$ cat src/rtl/wb_pkg.sv
// Shared types and constants for the ALU writeback stage.
package wb_pkg;

    localparam int unsigned WB_DW = 8;

    localparam logic [1:0] CLS_ARITH = 2'b00;
    localparam logic [1:0] CLS_LOGIC = 2'b01;
    localparam logic [1:0] CLS_NOP   = 2'b10;
    localparam logic [1:0] CLS_SPEC  = 2'b11;

    localparam logic [1:0] OP_ADD = 2'b10;

    typedef struct packed {
        logic [1:0]       dest;
        logic [WB_DW-1:0] data;
        logic             ovf;
        logic             zero;
    } wb_entry_t;

endpackage

$ cat src/rtl/wb_fifo.sv
// Synchronous result FIFO of wb_entry_t; wrap-bit pointers, registered head.
import wb_pkg::*;

module wb_fifo #(
    parameter int unsigned DEPTH = 4
) (
    input  logic      clk,
    input  logic      rst,
    input  logic      push_i,
    input  logic      pop_i,
    input  wb_entry_t wdata_i,
    output wb_entry_t rdata_o,
    output logic      full_o,
    output logic      empty_o
);

    localparam int unsigned AW = $clog2(DEPTH);
    localparam logic [AW:0] PTR_ONE = 1;

    logic [AW:0] wptr_q, wptr_d;
    logic [AW:0] rptr_q, rptr_d;
    wb_entry_t   mem_q [DEPTH];
    logic        push_ok, pop_ok;

    assign full_o  = (wptr_q[AW] != rptr_q[AW]) &&
                     (wptr_q[AW-1:0] == rptr_q[AW-1:0]);
    assign empty_o = (wptr_q == rptr_q);
    assign push_ok = push_i && !full_o;
    assign pop_ok  = pop_i && !empty_o;

    always_comb begin
        wptr_d = wptr_q;
        rptr_d = rptr_q;
        if (push_ok) wptr_d = wptr_q + PTR_ONE;
        if (pop_ok)  rptr_d = rptr_q + PTR_ONE;
    end

    always_ff @(posedge clk) begin
        if (rst) begin
            wptr_q <= '0;
            rptr_q <= '0;
            for (int i = 0; i < int'(DEPTH); i++) mem_q[i] <= '0;
        end else begin
            wptr_q <= wptr_d;
            rptr_q <= rptr_d;
            if (push_ok) mem_q[wptr_q[AW-1:0]] <= wdata_i;
        end
    end

    // Head reads as zero when empty so the consumer sees quiet outputs.
    assign rdata_o = empty_o ? '0 : mem_q[rptr_q[AW-1:0]];

endmodule

$ cat src/rtl/alu_writeback.sv
// ALU writeback: register bank, sticky flags and result FIFO.
// Optional perf counters are enabled with `define WB_PERF_CNT_EN.
import wb_pkg::*;

module alu_writeback #(
    parameter int unsigned DEPTH = 4,
    parameter int unsigned DW    = WB_DW
) (
    input  logic          clk,
    input  logic          rst,
    input  logic          in_valid,
    output logic          in_ready,
    input  logic [15:0]   instruction,
    input  logic [DW-1:0] out0,
    input  logic [DW-1:0] out1,
    input  logic [DW-1:0] out2,
    input  logic [DW-1:0] out3,
    input  logic          zero_flag,
    input  logic          overflow,
    input  logic [1:0]    rd_sel,
    output logic [DW-1:0] rd_data,
    input  logic          clear_flags,
    output logic          zero_sticky,
    output logic          ovf_sticky,
    output logic          res_valid,
    input  logic          res_ready,
    output logic [1:0]    res_dest,
    output logic [DW-1:0] res_data,
    output logic [1:0]    res_flags
`ifdef WB_PERF_CNT_EN
    ,
    output logic [15:0]   acc_cnt,
    output logic [15:0]   stall_cnt
`endif
);

    logic [1:0]    dest, cls, op;
    logic [DW-1:0] outs [4];
    logic [DW-1:0] result;
    logic          accept, commit, ovf_add;
    logic          full, empty;
    logic          unused_instr;
    wb_entry_t     push_e, head_e;
    logic [DW-1:0] bank_q [4];
    logic          zero_q, zero_d;
    logic          ovf_q, ovf_d;

    assign dest = instruction[15:14];
    assign cls  = instruction[13:12];
    assign op   = instruction[11:10];
    assign unused_instr = ^instruction[9:0];

    assign outs[0] = out0;
    assign outs[1] = out1;
    assign outs[2] = out2;
    assign outs[3] = out3;
    assign result  = outs[dest];

    assign in_ready = !full;
    assign accept   = in_valid && in_ready;
    assign commit   = accept && (cls != CLS_NOP);
    assign ovf_add  = overflow && (cls == CLS_ARITH) && (op == OP_ADD);

    always_comb begin
        push_e      = '0;
        push_e.dest = dest;
        push_e.data = result;
        push_e.ovf  = ovf_add;
        push_e.zero = zero_flag;
    end

    wb_fifo #(.DEPTH(DEPTH)) u_fifo (
        .clk     (clk),
        .rst     (rst),
        .push_i  (commit),
        .pop_i   (res_ready),
        .wdata_i (push_e),
        .rdata_o (head_e),
        .full_o  (full),
        .empty_o (empty)
    );

    assign res_valid = !empty;
    assign res_dest  = head_e.dest;
    assign res_data  = head_e.data;
    assign res_flags = {head_e.ovf, head_e.zero};

    // A setting commit wins over a same-cycle clear.
    always_comb begin
        zero_d = (zero_q && !clear_flags) || (commit && zero_flag);
        ovf_d  = (ovf_q && !clear_flags) || (commit && ovf_add);
    end

    always_ff @(posedge clk) begin
        if (rst) begin
            zero_q <= 1'b0;
            ovf_q  <= 1'b0;
            for (int i = 0; i < 4; i++) bank_q[i] <= '0;
        end else begin
            zero_q <= zero_d;
            ovf_q  <= ovf_d;
            if (commit) bank_q[dest] <= result;
        end
    end

    assign zero_sticky = zero_q;
    assign ovf_sticky  = ovf_q;
    assign rd_data     = bank_q[rd_sel];

`ifdef WB_PERF_CNT_EN
    logic [15:0] acc_q, acc_d, stall_q, stall_d;

    always_comb begin
        acc_d   = acc_q;
        stall_d = stall_q;
        if (accept && acc_q != 16'hFFFF) acc_d = acc_q + 16'd1;
        if (in_valid && !in_ready && stall_q != 16'hFFFF)
            stall_d = stall_q + 16'd1;
    end

    always_ff @(posedge clk) begin
        if (rst) begin
            acc_q   <= '0;
            stall_q <= '0;
        end else begin
            acc_q   <= acc_d;
            stall_q <= stall_d;
        end
    end

    assign acc_cnt   = acc_q;
    assign stall_cnt = stall_q;
`endif

endmodule

$ cat config.mk
export PLATFORM = sky130hd
export DESIGN_NAME = alu_writeback
export DESIGN_NICKNAME = d
export VERILOG_FILES = /design/src/rtl/wb_pkg.sv /design/src/rtl/wb_fifo.sv /design/src/rtl/alu_writeback.sv
export SDC_FILE = /design/constraint.sdc
export NUM_CORES = 1
export LEC_CHECK = 0
export ABC_AREA = 1
export CAP_MARGIN = 40
export CORE_ASPECT_RATIO = 0.6
export CORE_MARGIN = 2
export CORE_UTILIZATION = 52
export DETAILED_ROUTE_END_ITERATION = 12
export GPL_TIMING_DRIVEN = 0
export PLACE_DENSITY = 0.89
export SETUP_SLACK_MARGIN = 0.05
export SLEW_MARGIN = 20
export SYNTH_ARGS = -nofsm -noshare
export SYNTH_HDL_FRONTEND = slang
export SYNTH_SLANG_ARGS = --single-unit
$ cat constraint.sdc
create_clock -name clk -period 2.4 [get_ports clk]
set_clock_uncertainty 0.1 [all_clocks]
set_input_delay 0.36 -clock clk [delete_from_list [all_inputs] [get_ports clk]]
set_output_delay 0.36 -clock clk [all_outputs]
set_load 0.05 [all_outputs]
# [After elaboration in Yosys (flattened, before gate mapping)]
# Memories as Yosys holds them, arrays and structs flattened. A register that Yosys moved wholly into a read port is not among the register bits.
# Index checks and enable logic that the tools add are counted.
[word_totals] ff_bits=8 mem_bits_rw=80 inputBits=57 output_inout_bits=24 wordCells=54 memories=2
[op_classes] add_sub_neg=2 magnitude_cmp=1 n_eq_ne=5 muxes=20 bitwise=1 n_reduce_logical=19
[mem_list] name="u_fifo.mem_q" depth=4 width=12 rd=1 rd_clocked_by_memory_dff=1 write_ports=4 line="wb_fifo.sv:22" text="wb_entry_t mem_q [DEPTH];"
[mem_list] name="bank_q" depth=4 width=8 rd=1 rd_clocked_by_memory_dff=0 write_ports=4 line="alu_writeback.sv:44" text="logic [DW-1:0] bank_q [4];"
[op_table] operator="$mux W12" n=2
[op_table] operator="$mux W8" n=3
[op_table] operator="$bmux W8 S2" n=1
[op_table] operator="$reduce_or A12 Y1" n=1
[op_table] operator="$logic_and A1 B1 Y1" n=11
[op_table] operator="$mux W1" n=10
[op_table] operator="$mux W2" n=4
[op_table] operator="$reduce_or A8 Y1" n=1
[op_table] operator="$add A3 B1 Y3 const B" n=2
[op_table] operator="$eq A3 B3 Y1" n=1
[op_table] operator="$ge A3 B3 Y1 const B" n=1
[op_table] operator="$logic_not A1 Y1" n=3
[op_table] operator="$not A2 Y3" n=1
[op_table] operator="$eq A2 B2 Y1" n=1
[op_table] operator="$eq A2 B2 Y1 const B" n=1
[op_table] operator="$logic_not A2 Y1" n=1
[op_table] operator="$logic_or A1 B1 Y1" n=2
[op_table] operator="$ne A2 B2 Y1 const B" n=1
[op_table] operator="$ne A1 B1 Y1" n=1

# [Logic depth before layout (Yosys ltp)]
[logic_depth] depth_word=11 ltp_mapped=9

# [By module]
# Synthesis repeated with hierarchy kept, for this count alone.
[hier_totals] cells_unflattened=494 area_unflattened_um2=4644.5
[by_module_without_submodules] mod="wb_fifo" n_inst=1 cells_per_inst=259 area_each_um2=2667.6 seq_area_each_um2=1601.5
[by_module_without_submodules] mod="alu_writeback" n_inst=1 cells_per_inst=235 area_each_um2=1976.9 seq_area_each_um2=1001.0

# [Worst setup path before layout]
# OpenSTA, ideal clock, no wires.
[synth_timing] path_kind="reg-to-reg" from="register u_fifo.wptr_q[0]" to="memory u_fifo.mem_q[1][0] (netlist name) (enable)" setup_time_ns=0.350 arrival_ns=1.658 required_time_ns=1.950 setup_slack_ns=0.291 path_stages_with_launch=10 path_buffers=1 period_less_slack_ns=2.109 cell_sequence="dfxtp_1 > inv_1 > nand2_1 > nand2_1 > nand3_4 > nand3_4 > nor2_2 > nand2_1 > buf_6 > nand2_1"
[synth_rtl] item="start, declared" line="wb_fifo.sv:20" text="logic [AW:0] wptr_q, wptr_d;"
[synth_rtl] item="start signal, assigned" line="wb_fifo.sv:44" text="wptr_q <= wptr_d;"
[synth_rtl] item="end, declared" line="wb_fifo.sv:22"

# [Worst setup path after layout]
[layout_timing] from="input rd_sel[0]" to="output rd_data[6]"
[layout_via] elab_chain_cells=1
[layout_lines] item="start, declared" line="alu_writeback.sv:20" text="input logic [1:0] rd_sel,"
[layout_lines] item="$mem_v2 Z4 W8"
[layout_lines] item="end, declared" line="alu_writeback.sv:21" text="output logic [DW-1:0] rd_data,"
# Every way passes these cells.

==> impl_metrics.yaml <==
drt:
  viasPerCell: 5.57
  ant_nets: 0
  initialDrtViolationCount: 473
  vias: 3722
  firstDrtPassIters: 6
  drt-total-wl_um: 11400
  post_drt_wl_per_cell_um: 17.1
  drc: 0
worst_setup_path:
  criticalPathCategory: "in -> out"
  cp-end-kind: "primary output"
  reg2reg_slack_ns: 0.13
  crit_arrival_ns: 1.90
  start_kind: "input pin"
  rr_startpoint: "u_fifo.wptr_q[0]$_SDFFE_PP0P_"
  startpoint: "rd_sel[0]"
  cp_data_required_time_ns: 1.94
  critPathMaxFanout: 10
  r2r-end: "u_fifo.mem_q[1][1]$_SDFFCE_PN0P_"
  rr_worst_depth: 9
hold_path:
  hold_end: "zero_sticky$_SDFF_PP0_"
  min-delay-start: "zero_sticky$_SDFF_PP0_"
  hold_depth: 2
  hold_path_class: "reg -> reg"
logic_synthesis:
  synth-seq-area-share_pct: 60.4
  yosysWarnings: 0
  synth_top_area_cell: "edfxtp_1"
  syn_avg_cell_area_sq_um: 9.06
  synth_area_leaders: "edfxtp_1, nor2_1, nand2_1, dfxtp_1, inv_1"
  synth_top_area_share_pct: 55.8
  synthDistinctLibCells: 26
  syn-num-nets: 534
  ys_seq_elements: 90
  syn_inst: 475
  netlist_area_sq_um: 4310
clock_network:
  ctsRootBufferMaster: "clkbuf_16"
  cts_buffers: 9
  clock_latency_ns: 0.35
  tritoncts: "built"
  cts_max_level: 3
  clkSlewWorstSetupHoldPaths_ns: 0.07
  postCtsHoldBufs: 0
  postCtsSetupBuffers: 0
  cts.sinks: 90
  cts.path.max_buffers: 2
grt:
  grt_pass1_vias: 3515
  grt_max_degree: 18
  antenna_found_initial: 0
  gr-usage-all-layers_pct: 26.7
  grt-ovfl-total: 0
  grt_pass1_wl_um: 17900
die:
  fp.dieArea_sq_um: 9050
  ios: 81
  core_sq_um: 7950
  dieWidth_um: 121
  start_util_pct: 54.2
  num_rows: 25
  die_h_um: 74.5
power:
  p_clk_share_pct: 34.0
  p_comb_share_pct: 22.9
  powerDensity_nw_per_um2: 789
  peakVddDrop_mv: 0.408
  p_int_mw: 2.93
  leakagePower_nw: 2.37
  seq_power_share_pct: 43.1
  p_sw_share_pct: 31.7
  p_total_mw: 4.29
  switching_power_mw: 1.36
finish:
  syn2layout_area_growth_pct: 26.2
  fin_area_sq_um: 5440
  fin_nets: 614
  fin_util_pct: 68.4
  stdcell_count: 668
  num_antenna_cells: 0
  drive_gt1_share_pct: 13.2
place:
  dp.final_hpwl_um: 7890
  place_area_sq_um: 5140
  port_buffers: 69
  place_inst: 653
  gp_congestion: 0.864
sta:
  max_freq_mhz: 424
  hold_slack_ns: 0.371
  worstMarginPinSlew_ns: 0.869
  post-route-min-period_ns: 2.36
  finalMaxSlewViolations: 0
  slew_headroom_pct: 41.7
  hold_viol_final: 0
  setup-violations-final: 0
  period_share_pct: 98.2
  rsz0062_at_grt: "true"
outcome:
  status: "finished clean"
run:
  max_cap_viol_count: 0
-- power by group through the flow --
stage / Sequential, mW / Clock [mW] / Combinational [mW]
floorplan: 1.86 / 0 / 0.630
global placement: 1.86 / 0 / 0.956
detailed placement: 1.87 / 0 / 0.991
CTS: 1.84 / 1.44 / 0.979
global route: 1.85 / 1.51 / 1.05
finish: 1.85 / 1.46 / 0.985
-- sequential cells by signal, summed over array words and instances, names as in the netlist, named ones only --
signal         cells
bank_q            32
ovf_sticky         1
u_fifo.mem_q      48
u_fifo.rptr_q      3
u_fifo.wptr_q      3
zero_sticky        1
-- layout make-up --
cell class / count / area (sq um)
fill: 561 / 2510
tap: 108 / 135
clock buffer: 9 / 225
sequential: 90 / 2610
timing repair buffer: 70 / 637
multi-input combinational: 316 / 1430
buffer: 19 / 133
clock inverter: 7 / 85.1
inverter: 49 / 184
-- through the flow --
stage	setup TNS, ns	worst slack [ns]
3_3_place_gp	-23.48	-0.678
4_1_cts	0	0.0466
6_report	0	0.0440
3_5_place_dp	-25.71	-0.755
5_1_grt	0	0.0150
2_1_floorplan	0	0.291
-- routing by layer --
layer | track usage, % | share of wire, %
met1 | 35.5 | 39
met2 | 43.4 | 47
met3 | 7.29 | 11
met4 | 8.68 | 2.3
met5 | 0 | 0
-- worst max path at each step --
stage                                            end  cells past startpoint
floorplan           u_fifo.mem_q[1][0]$_SDFFCE_PN0P_                      9
global placement                          rd_data[6]                      6
detailed placement                        rd_data[6]                      6
CTS                                      res_data[7]                      6
global route                              rd_data[6]                      6
finish                                    rd_data[6]                      6
-- critical path, cell delays in order --
cell and delay (ns):
clkdlybuf4s50_1 0.67, inv_2 0.12, clkbuf_4 0.21, o21ai_1 0.21, o22ai_1 0.12, buf_4 0.21
-- cell usage after synthesis, drive strengths merged --
cell / n
dfxtp: 10
buf: 8
a21oi: 2
clkinv: 1
o21ai: 33
o32ai: 12
a21boi: 1
xor2: 2
ha: 2
inv: 48
clkbuf: 12
edfxtp: 80
a31oi: 1
or2: 1
nor2: 125
nor4: 1
o22ai: 10
nand3: 5
nand2: 121
-- cell usage in the layout (no fill, tap or decap), types with 7 or more instances in the layout --
cell type        count
buf_2               11
buf_4                9
clkbuf_16            9
clkbuf_4             8
clkdlybuf4s50_1     47
edfxtp_1            80
inv_1               45
nand2_1            114
nand2_2              7
nor2_1             123
o21ai_0             28
o22ai_1             10
o32ai_1             12
-- kinds of logic after synthesis --
logic type	synth area share [%]
and+or+nand+nor	23.4
AOI/OAI and AO/OA	8.54
DFF	60.4
xor gates and xnor gates	0.407
buffers and inverters	6.65
adders and majority gates	0.581
-- repair_timing --
action                                  4_1_cts  5_1_grt
resized for setup                           120       24
pin swaps                                     0        0
endpoints found under the setup margin       58       30
No activity file was read; power rests on OpenSTA's default activity.
